[src/rtl/regfile_pkg.sv]
// Shared definitions for the register file controller.
// State encoding, default geometry and read-latency limit.
package regfile_pkg;

    typedef enum logic [2:0] {
        ST_RST  = 3'd0,
        ST_IDLE = 3'd1,
        ST_WR   = 3'd2,
        ST_RD   = 3'd3,
        ST_RSP  = 3'd4
    } state_t;

    localparam int AW_DEF     = 2;
    localparam int DW_DEF     = 4;
    localparam int RD_LAT_MAX = 3;
    localparam int CNT_W      = $clog2(RD_LAT_MAX + 1);

endpackage

[src/rtl/regfile_ctrl_stats.sv]
// Saturating write / read-response counters for regfile_ctrl.
// Ports: i_clk, i_rst_n, i_wr_pulse, i_rd_pulse, o_wr_cnt, o_rd_cnt.
module regfile_ctrl_stats (
    input  logic        i_clk,
    input  logic        i_rst_n,
    input  logic        i_wr_pulse,
    input  logic        i_rd_pulse,
    output logic [15:0] o_wr_cnt,
    output logic [15:0] o_rd_cnt
);

    logic [15:0] r_wr_cnt;
    logic [15:0] r_rd_cnt;

    always_ff @(posedge i_clk or negedge i_rst_n) begin
        if (!i_rst_n) begin
            r_wr_cnt <= 16'd0;
            r_rd_cnt <= 16'd0;
        end else begin
            if (i_wr_pulse && (r_wr_cnt != 16'hFFFF))
                r_wr_cnt <= r_wr_cnt + 16'd1;
            if (i_rd_pulse && (r_rd_cnt != 16'hFFFF))
                r_rd_cnt <= r_rd_cnt + 16'd1;
        end
    end

    assign o_wr_cnt = r_wr_cnt;
    assign o_rd_cnt = r_rd_cnt;

endmodule

[src/rtl/regfile_ctrl.sv]
// Command-driven initiator for a single-port register file.
// Ports: CLK, RSTn; CMD_VALID/READY/WR/ADDR/DATA command channel;
// RSP_VALID/READY/ADDR/DATA response channel; RF_ADDR/WE/DIN/DOUT
// register file pins. Macro REGFILE_CTRL_STATS_EN adds WR_CNT/RD_CNT.
module regfile_ctrl
    import regfile_pkg::*;
#(
    parameter int AW     = AW_DEF,
    parameter int DW     = DW_DEF,
    parameter int RD_LAT = 1
) (
    input  logic          CLK,
    input  logic          RSTn,
    input  logic          CMD_VALID,
    output logic          CMD_READY,
    input  logic          CMD_WR,
    input  logic [AW-1:0] CMD_ADDR,
    input  logic [DW-1:0] CMD_DATA,
    output logic          RSP_VALID,
    input  logic          RSP_READY,
    output logic [AW-1:0] RSP_ADDR,
    output logic [DW-1:0] RSP_DATA,
    output logic [AW-1:0] RF_ADDR,
    output logic          RF_WE,
    output logic [DW-1:0] RF_DIN,
    input  logic [DW-1:0] RF_DOUT
`ifdef REGFILE_CTRL_STATS_EN
   ,output logic [15:0]   WR_CNT,
    output logic [15:0]   RD_CNT
`endif
);

    localparam logic [CNT_W-1:0] LAT = CNT_W'(RD_LAT);

    state_t           r_state;
    logic [CNT_W-1:0] r_cnt;
    logic [AW-1:0]    r_rf_addr;
    logic [DW-1:0]    r_rf_din;
    logic             r_rf_we;
    logic             r_rsp_valid;
    logic [AW-1:0]    r_rsp_addr;
    logic [DW-1:0]    r_rsp_data;

    always_ff @(posedge CLK or negedge RSTn) begin
        if (!RSTn) begin
            r_state     <= ST_RST;
            r_cnt       <= '0;
            r_rf_addr   <= '0;
            r_rf_din    <= '0;
            r_rf_we     <= 1'b0;
            r_rsp_valid <= 1'b0;
            r_rsp_addr  <= '0;
            r_rsp_data  <= '0;
        end else begin
            unique case (r_state)
                ST_RST: r_state <= ST_IDLE;
                ST_IDLE: begin
                    if (CMD_VALID) begin
                        r_rf_addr <= CMD_ADDR;
                        r_rf_din  <= CMD_DATA;
                        if (CMD_WR) begin
                            r_rf_we <= 1'b1;
                            r_state <= ST_WR;
                        end else begin
                            r_cnt   <= LAT;
                            r_state <= ST_RD;
                        end
                    end
                end
                ST_WR: begin
                    r_rf_we <= 1'b0;
                    r_state <= ST_IDLE;
                end
                ST_RD: begin
                    // counter reaching zero marks RF_DOUT as valid
                    if (r_cnt == '0) begin
                        r_rsp_data  <= RF_DOUT;
                        r_rsp_addr  <= r_rf_addr;
                        r_rsp_valid <= 1'b1;
                        r_state     <= ST_RSP;
                    end else begin
                        r_cnt <= r_cnt - CNT_W'(1);
                    end
                end
                ST_RSP: begin
                    if (RSP_READY) begin
                        r_rsp_valid <= 1'b0;
                        r_state     <= ST_IDLE;
                    end
                end
                default: r_state <= ST_RST;
            endcase
        end
    end

    assign CMD_READY = (r_state == ST_IDLE);
    assign RSP_VALID = r_rsp_valid;
    assign RSP_ADDR  = r_rsp_addr;
    assign RSP_DATA  = r_rsp_data;
    assign RF_ADDR   = r_rf_addr;
    assign RF_WE     = r_rf_we;
    assign RF_DIN    = r_rf_din;

`ifdef REGFILE_CTRL_STATS_EN
    logic w_wr_pulse;
    logic w_rd_pulse;

    assign w_wr_pulse = (r_state == ST_WR);
    assign w_rd_pulse = (r_state == ST_RSP) && RSP_READY;

    regfile_ctrl_stats u_stats (
        .i_clk      (CLK),
        .i_rst_n    (RSTn),
        .i_wr_pulse (w_wr_pulse),
        .i_rd_pulse (w_rd_pulse),
        .o_wr_cnt   (WR_CNT),
        .o_rd_cnt   (RD_CNT)
    );
`endif

endmodule

[config.mk]
export PLATFORM = sky130hd
export DESIGN_NAME = regfile_ctrl
export DESIGN_NICKNAME = d
export VERILOG_FILES = /design/src/rtl/regfile_pkg.sv /design/src/rtl/regfile_ctrl_stats.sv /design/src/rtl/regfile_ctrl.sv
export SDC_FILE = /design/constraint.sdc
export NUM_CORES = 1
export LEC_CHECK = 0
export CAP_MARGIN = 20
export CORE_MARGIN = 10
export CORE_UTILIZATION = 25
export CTS_BUF_LIST = sky130_fd_sc_hd__clkbuf_16
export DETAILED_ROUTE_END_ITERATION = 8
export PLACE_DENSITY = 0.56
export SYNTH_ARGS = -nofsm -noshare
export SYNTH_HDL_FRONTEND = slang
export SYNTH_HIERARCHICAL = 1
export SYNTH_SLANG_ARGS = --single-unit
[constraint.sdc]
create_clock -name CLK -period 2.6 [get_ports CLK]
set_input_delay 0.26 -clock CLK [delete_from_list [all_inputs] [get_ports CLK]]
set_output_delay 0.26 -clock CLK [all_outputs]
set_load 0.01 [all_outputs]
==> insert_results.sql <==
INSERT INTO impl_metrics (metric_group, metric, value, unit) VALUES
('run_status', 'outcome', 'finished, final reports clean', ''),
('clock_network', 'clock_tree.root_cell', 'sky130_fd_sc_hd__clkbuf_16', ''),
('critical_path', 'critical_path.slowest_cell', 'sky130_fd_sc_hd__clkdlybuf4s50_1', ''),
('synthesis', 'syn-cell-area', '858', 'µm²'),
('layout', 'drive_gt1_frac', '0.186', ''),
('timing', 'max_clock_freq', '548', 'MHz'),
('critical_path', 'critPathMaxStageDelay', '550', 'ps'),
('detailed_routing', 'vias_per_cell', '4.22', ''),
('clock_network', 'clkSlewWorstSetupHoldPaths', '60', 'ps'),
('timing', 'post-route-min-period', '1820', 'ps'),
('grt', 'grt_pass1_wl', '3280', 'µm'),
('critical_path', 'cp-start-kind', 'flop', ''),
('detailed_routing', 'drt-met1-wl', '829', 'µm'),
('timing', 'finalHoldViolations', '0', ''),
('placement', 'sum_of_net_half_perimeters_after_detailed_placement', '1490', 'µm'),
('timing', 'rsz0062_at_grt', 'no', ''),
('synthesis', 'post_synthesis_cells', '66', ''),
('floorplan', 'row_count', '21', ''),
('run', 'maxCapViolations', '0', ''),
('detailed_routing', 'wl_per_cell', '13.6', 'µm'),
('timing', 'setup-tns-final', '0', 'ps'),
('pwr', 'power.density_cell_area', '1230', 'nW/µm²'),
('clock_network', 'cts_resized', '0', ''),
('synthesis', 'synth.net_count', '82', ''),
('layout', 'area_growth', '48.4', '%'),
('detailed_routing', 'post-route-drc-count', '0', ''),
('layout', 'diodes', '0', ''),
('timing', 'worst_slew_margin_rel', '0.450', ''),
('grt', 'grt_pass1_vias', '673', ''),
('grt', 'gr-usage-all-layers', '0.0675', ''),
('detailed_routing', 'met3WireLength', '154', 'µm'),
('detailed_routing', 'route.vias.total', '603', ''),
('placement', 'place_congestion', '0.793', ''),
('detailed_routing', 'route.top_layer_used', 'met4', ''),
('critical_path', 'ff2ff_setup_slack', '1170', 'ps'),
('synthesis', 'synthDistinctLibCells', '21', ''),
('layout', 'post-route-cell-area', '1270', 'µm²'),
('critical_path', 'cp_cell_sequence', 'nand2b_4 -> nor2_1 -> clkdlybuf4s50_1', ''),
('floorplan', 'coreArea', '3340', 'µm²'),
('clock_network', 'clk_latency', '250', 'ps'),
('timing', 'clock_skew', '2.85', 'ps'),
('synthesis', 'synth_sequential_area_ratio', '0.554', ''),
('critical_path', 'worst_ep_arrival_time', '1560', 'ps'),
('critical_path', 'end_kind', 'output pin', ''),
('timing', 'min_period_over_period', '0.702', ''),
('placement', 'numPortBuffers', '29', ''),
('timing', 'timing.final.setup_violations', '0', ''),
('synthesis', 'post-synth-top-area-fraction', '0.554', ''),
('detailed_routing', 'totalWireLength', '1950', 'µm'),
('floorplan', 'die_h', '78.6', 'µm'),
('detailed_routing', 'met2_length', '934', 'µm'),
('synthesis', 'syn_avg_cell_area', '13.0', 'µm²'),
('grt', 'grt_start_max_net_pins', '20', ''),
('synthesis', 'synth_warnings', '6', ''),
('synthesis', 'synth-seq-cells', '19', ''),
('clock_network', 'clock_tree.buffer_depth', '2', ''),
('hold_path', 'hold_class', 'input port to async pin', ''),
('synthesis', 'synth.area.top_cells', 'sky130_fd_sc_hd__dfrtp_1, sky130_fd_sc_hd__mux2_2, sky130_fd_sc_hd__a21oi_1', ''),
('grt', 'grt_antenna_before_repair', '0', ''),
('detailed_routing', 'first_pass_iters', '2', ''),
('detailed_routing', 'detail_route.iter0.violations', '34', ''),
('placement', 'dpl_cell_area', '1190', 'µm²'),
('layout', 'fin_nets', '114', ''),
('detailed_routing', 'antenna_left', '0', ''),
('clock_network', 'cts_sinks', '19', ''),
('grt', 'grt.overflow.total', '0', ''),
('clock_network', 'cts.htree.levels', '1', ''),
('floorplan', 'initial_utilization', '0.257', ''),
('critical_path', 'critical_path_class', 'flop to output pin', ''),
('floorplan', 'dieWidth', '78.6', 'µm'),
('clock_network', 'holdBufCountCts', '0', ''),
('synthesis', 'post-synth-top-area-cell', 'sky130_fd_sc_hd__dfrtp_1', ''),
('pwr', 'leakagePower', '0.531', 'nW'),
('floorplan', 'io-pin-count', '30', ''),
('timing', 'timing_worst_slew_pin_value', '823', 'ps'),
('clock_network', 'cts_made_buffers', '3', ''),
('clock_network', 'cts_setup_buffers', '0', ''),
('clock_network', 'tritoncts', 'done', ''),
('critical_path', 'highest_net_fanout_along_the_worst_path', '8', ''),
('floorplan', 'design.die.area', '6180', 'µm²'),
('timing', 'timing.final.max_slew_violations', '0', ''),
('critical_path', 'timing.critical_path.required', '2340', 'ps'),
('pwr', 'max-vdd-ir-drop', '0.525', 'mV');
==> critical path, delay by kind of cell, from the launching register on <==
kind                   cells  cell delay [ps]
and+or+nand+nor            2              220
buffers and inverters      1              550
DFF                        1              540
==> cell type report <==
type | instances | area [µm²]
Clock buffer | 3 | 75.1
Clock inverter | 1 | 7.51
Fill cell | 340 | 2060
Inverter | 6 | 22.5
Multi-Input combinational cell | 39 | 345
Sequential cell | 19 | 475
Tap cell | 46 | 57.6
Timing Repair Buffer | 29 | 290
==> metal layers <==
layer  vias up  GRT usage
met1       290     0.0748
met4         0     0.0323
met3         2     0.0330
met2        18      0.106
li1        293          -
met5         -          0
==> final timing paths <==
path / start / cells after the start / endpoint
hold reg to reg: RSP_DATA[2]$_DFFE_PN0P_ / 1 / RSP_DATA[2]$_DFFE_PN0P_
hold / removal: RSTn / 1 / RSP_DATA[2]$_DFFE_PN0P_
min in group CLK: RSP_DATA[2]$_DFFE_PN0P_ / 1 / RSP_DATA[2]$_DFFE_PN0P_
setup reg to reg: r_state[0]$_DFFE_PN0P_ / 3 / RF_ADDR[0]$_DFFE_PN0P_
setup / recovery: r_state[0]$_DFFE_PN0P_ / 3 / CMD_READY
max in group asynchronous: RSTn / 1 / r_cnt[0]$_DFFE_PN0P_
==> sequential cells by signal (all words and copies together) (netlist names) <==
| signal | count |
|---|---|
| RF_WE | 1 |
| RSP_VALID | 1 |
| RF_ADDR | 2 |
| RF_DIN | 4 |
| RSP_DATA | 4 |
| r_cnt | 2 |
| r_state | 3 |
| RSP_ADDR | 2 |
==> Yosys cell counts <==
cell	count
sky130_fd_sc_hd__nor3_4	1
sky130_fd_sc_hd__mux2i_1	1
sky130_fd_sc_hd__and2b_4	1
sky130_fd_sc_hd__nand2_1	2
sky130_fd_sc_hd__buf_4	2
sky130_fd_sc_hd__dfrtp_1	19
sky130_fd_sc_hd__nand2b_1	2
sky130_fd_sc_hd__nand2b_4	1
sky130_fd_sc_hd__nand3b_1	3
sky130_fd_sc_hd__mux2_2	10
sky130_fd_sc_hd__nand3_4	1
sky130_fd_sc_hd__o21ai_0	1
sky130_fd_sc_hd__o22a_1	1
sky130_fd_sc_hd__nor4bb_1	1
sky130_fd_sc_hd__o41ai_1	2
sky130_fd_sc_hd__nor2_1	2
sky130_fd_sc_hd__a21oi_1	6
sky130_fd_sc_hd__mux2_1	2
sky130_fd_sc_hd__inv_1	6
sky130_fd_sc_hd__ha_1	1
sky130_fd_sc_hd__o221ai_1	1
==> cells by family after synthesis <==
group / synth area share
adders and majority gates: 0.0146
muxes: 0.169
and+or+nand+nor: 0.137
DFF: 0.554
AOI/OAI and AO/OA: 0.0816
buffers and inverters: 0.0437
==> stage by stage <==
step,hold slack [ps],cells,setup WS [ps],power (mW),utilization
after floorplan,-35.6,66,1320,0.946,-
after global placement,479,139,921,1.26,0.357
after detailed placement,481,139,891,1.27,0.357
after CTS,494,143,768,1.60,0.382
after global routing,504,143,698,1.70,0.382
final,486,143,775,1.57,0.382
==> cells in the final DEF, fill, tap and decap left out, drive strengths merged <==
cell type,netlist,routed
o221ai,1,1
o22a,1,1
inv,6,6
and2b,1,1
clkinvlp,0,1
mux2,12,12
clkbuf,0,3
nand2b,3,3
dfrtp,19,19
nand2,2,2
nand3b,3,3
o41ai,2,2
a21oi,6,6
nor4bb,1,1
clkdlybuf4s50,0,29
nor3,1,1
nor2,2,2
o21ai,1,1
nand3,1,1
ha,1,1
mux2i,1,1
==> where the power goes <==
group	switching, mW	total [mW]	internal, mW
clock	0.111	0.319	0.208
combinational	0.284	0.706	0.422
sequential	0.108	0.547	0.438
No activity file was read; power rests on OpenSTA's default activity.
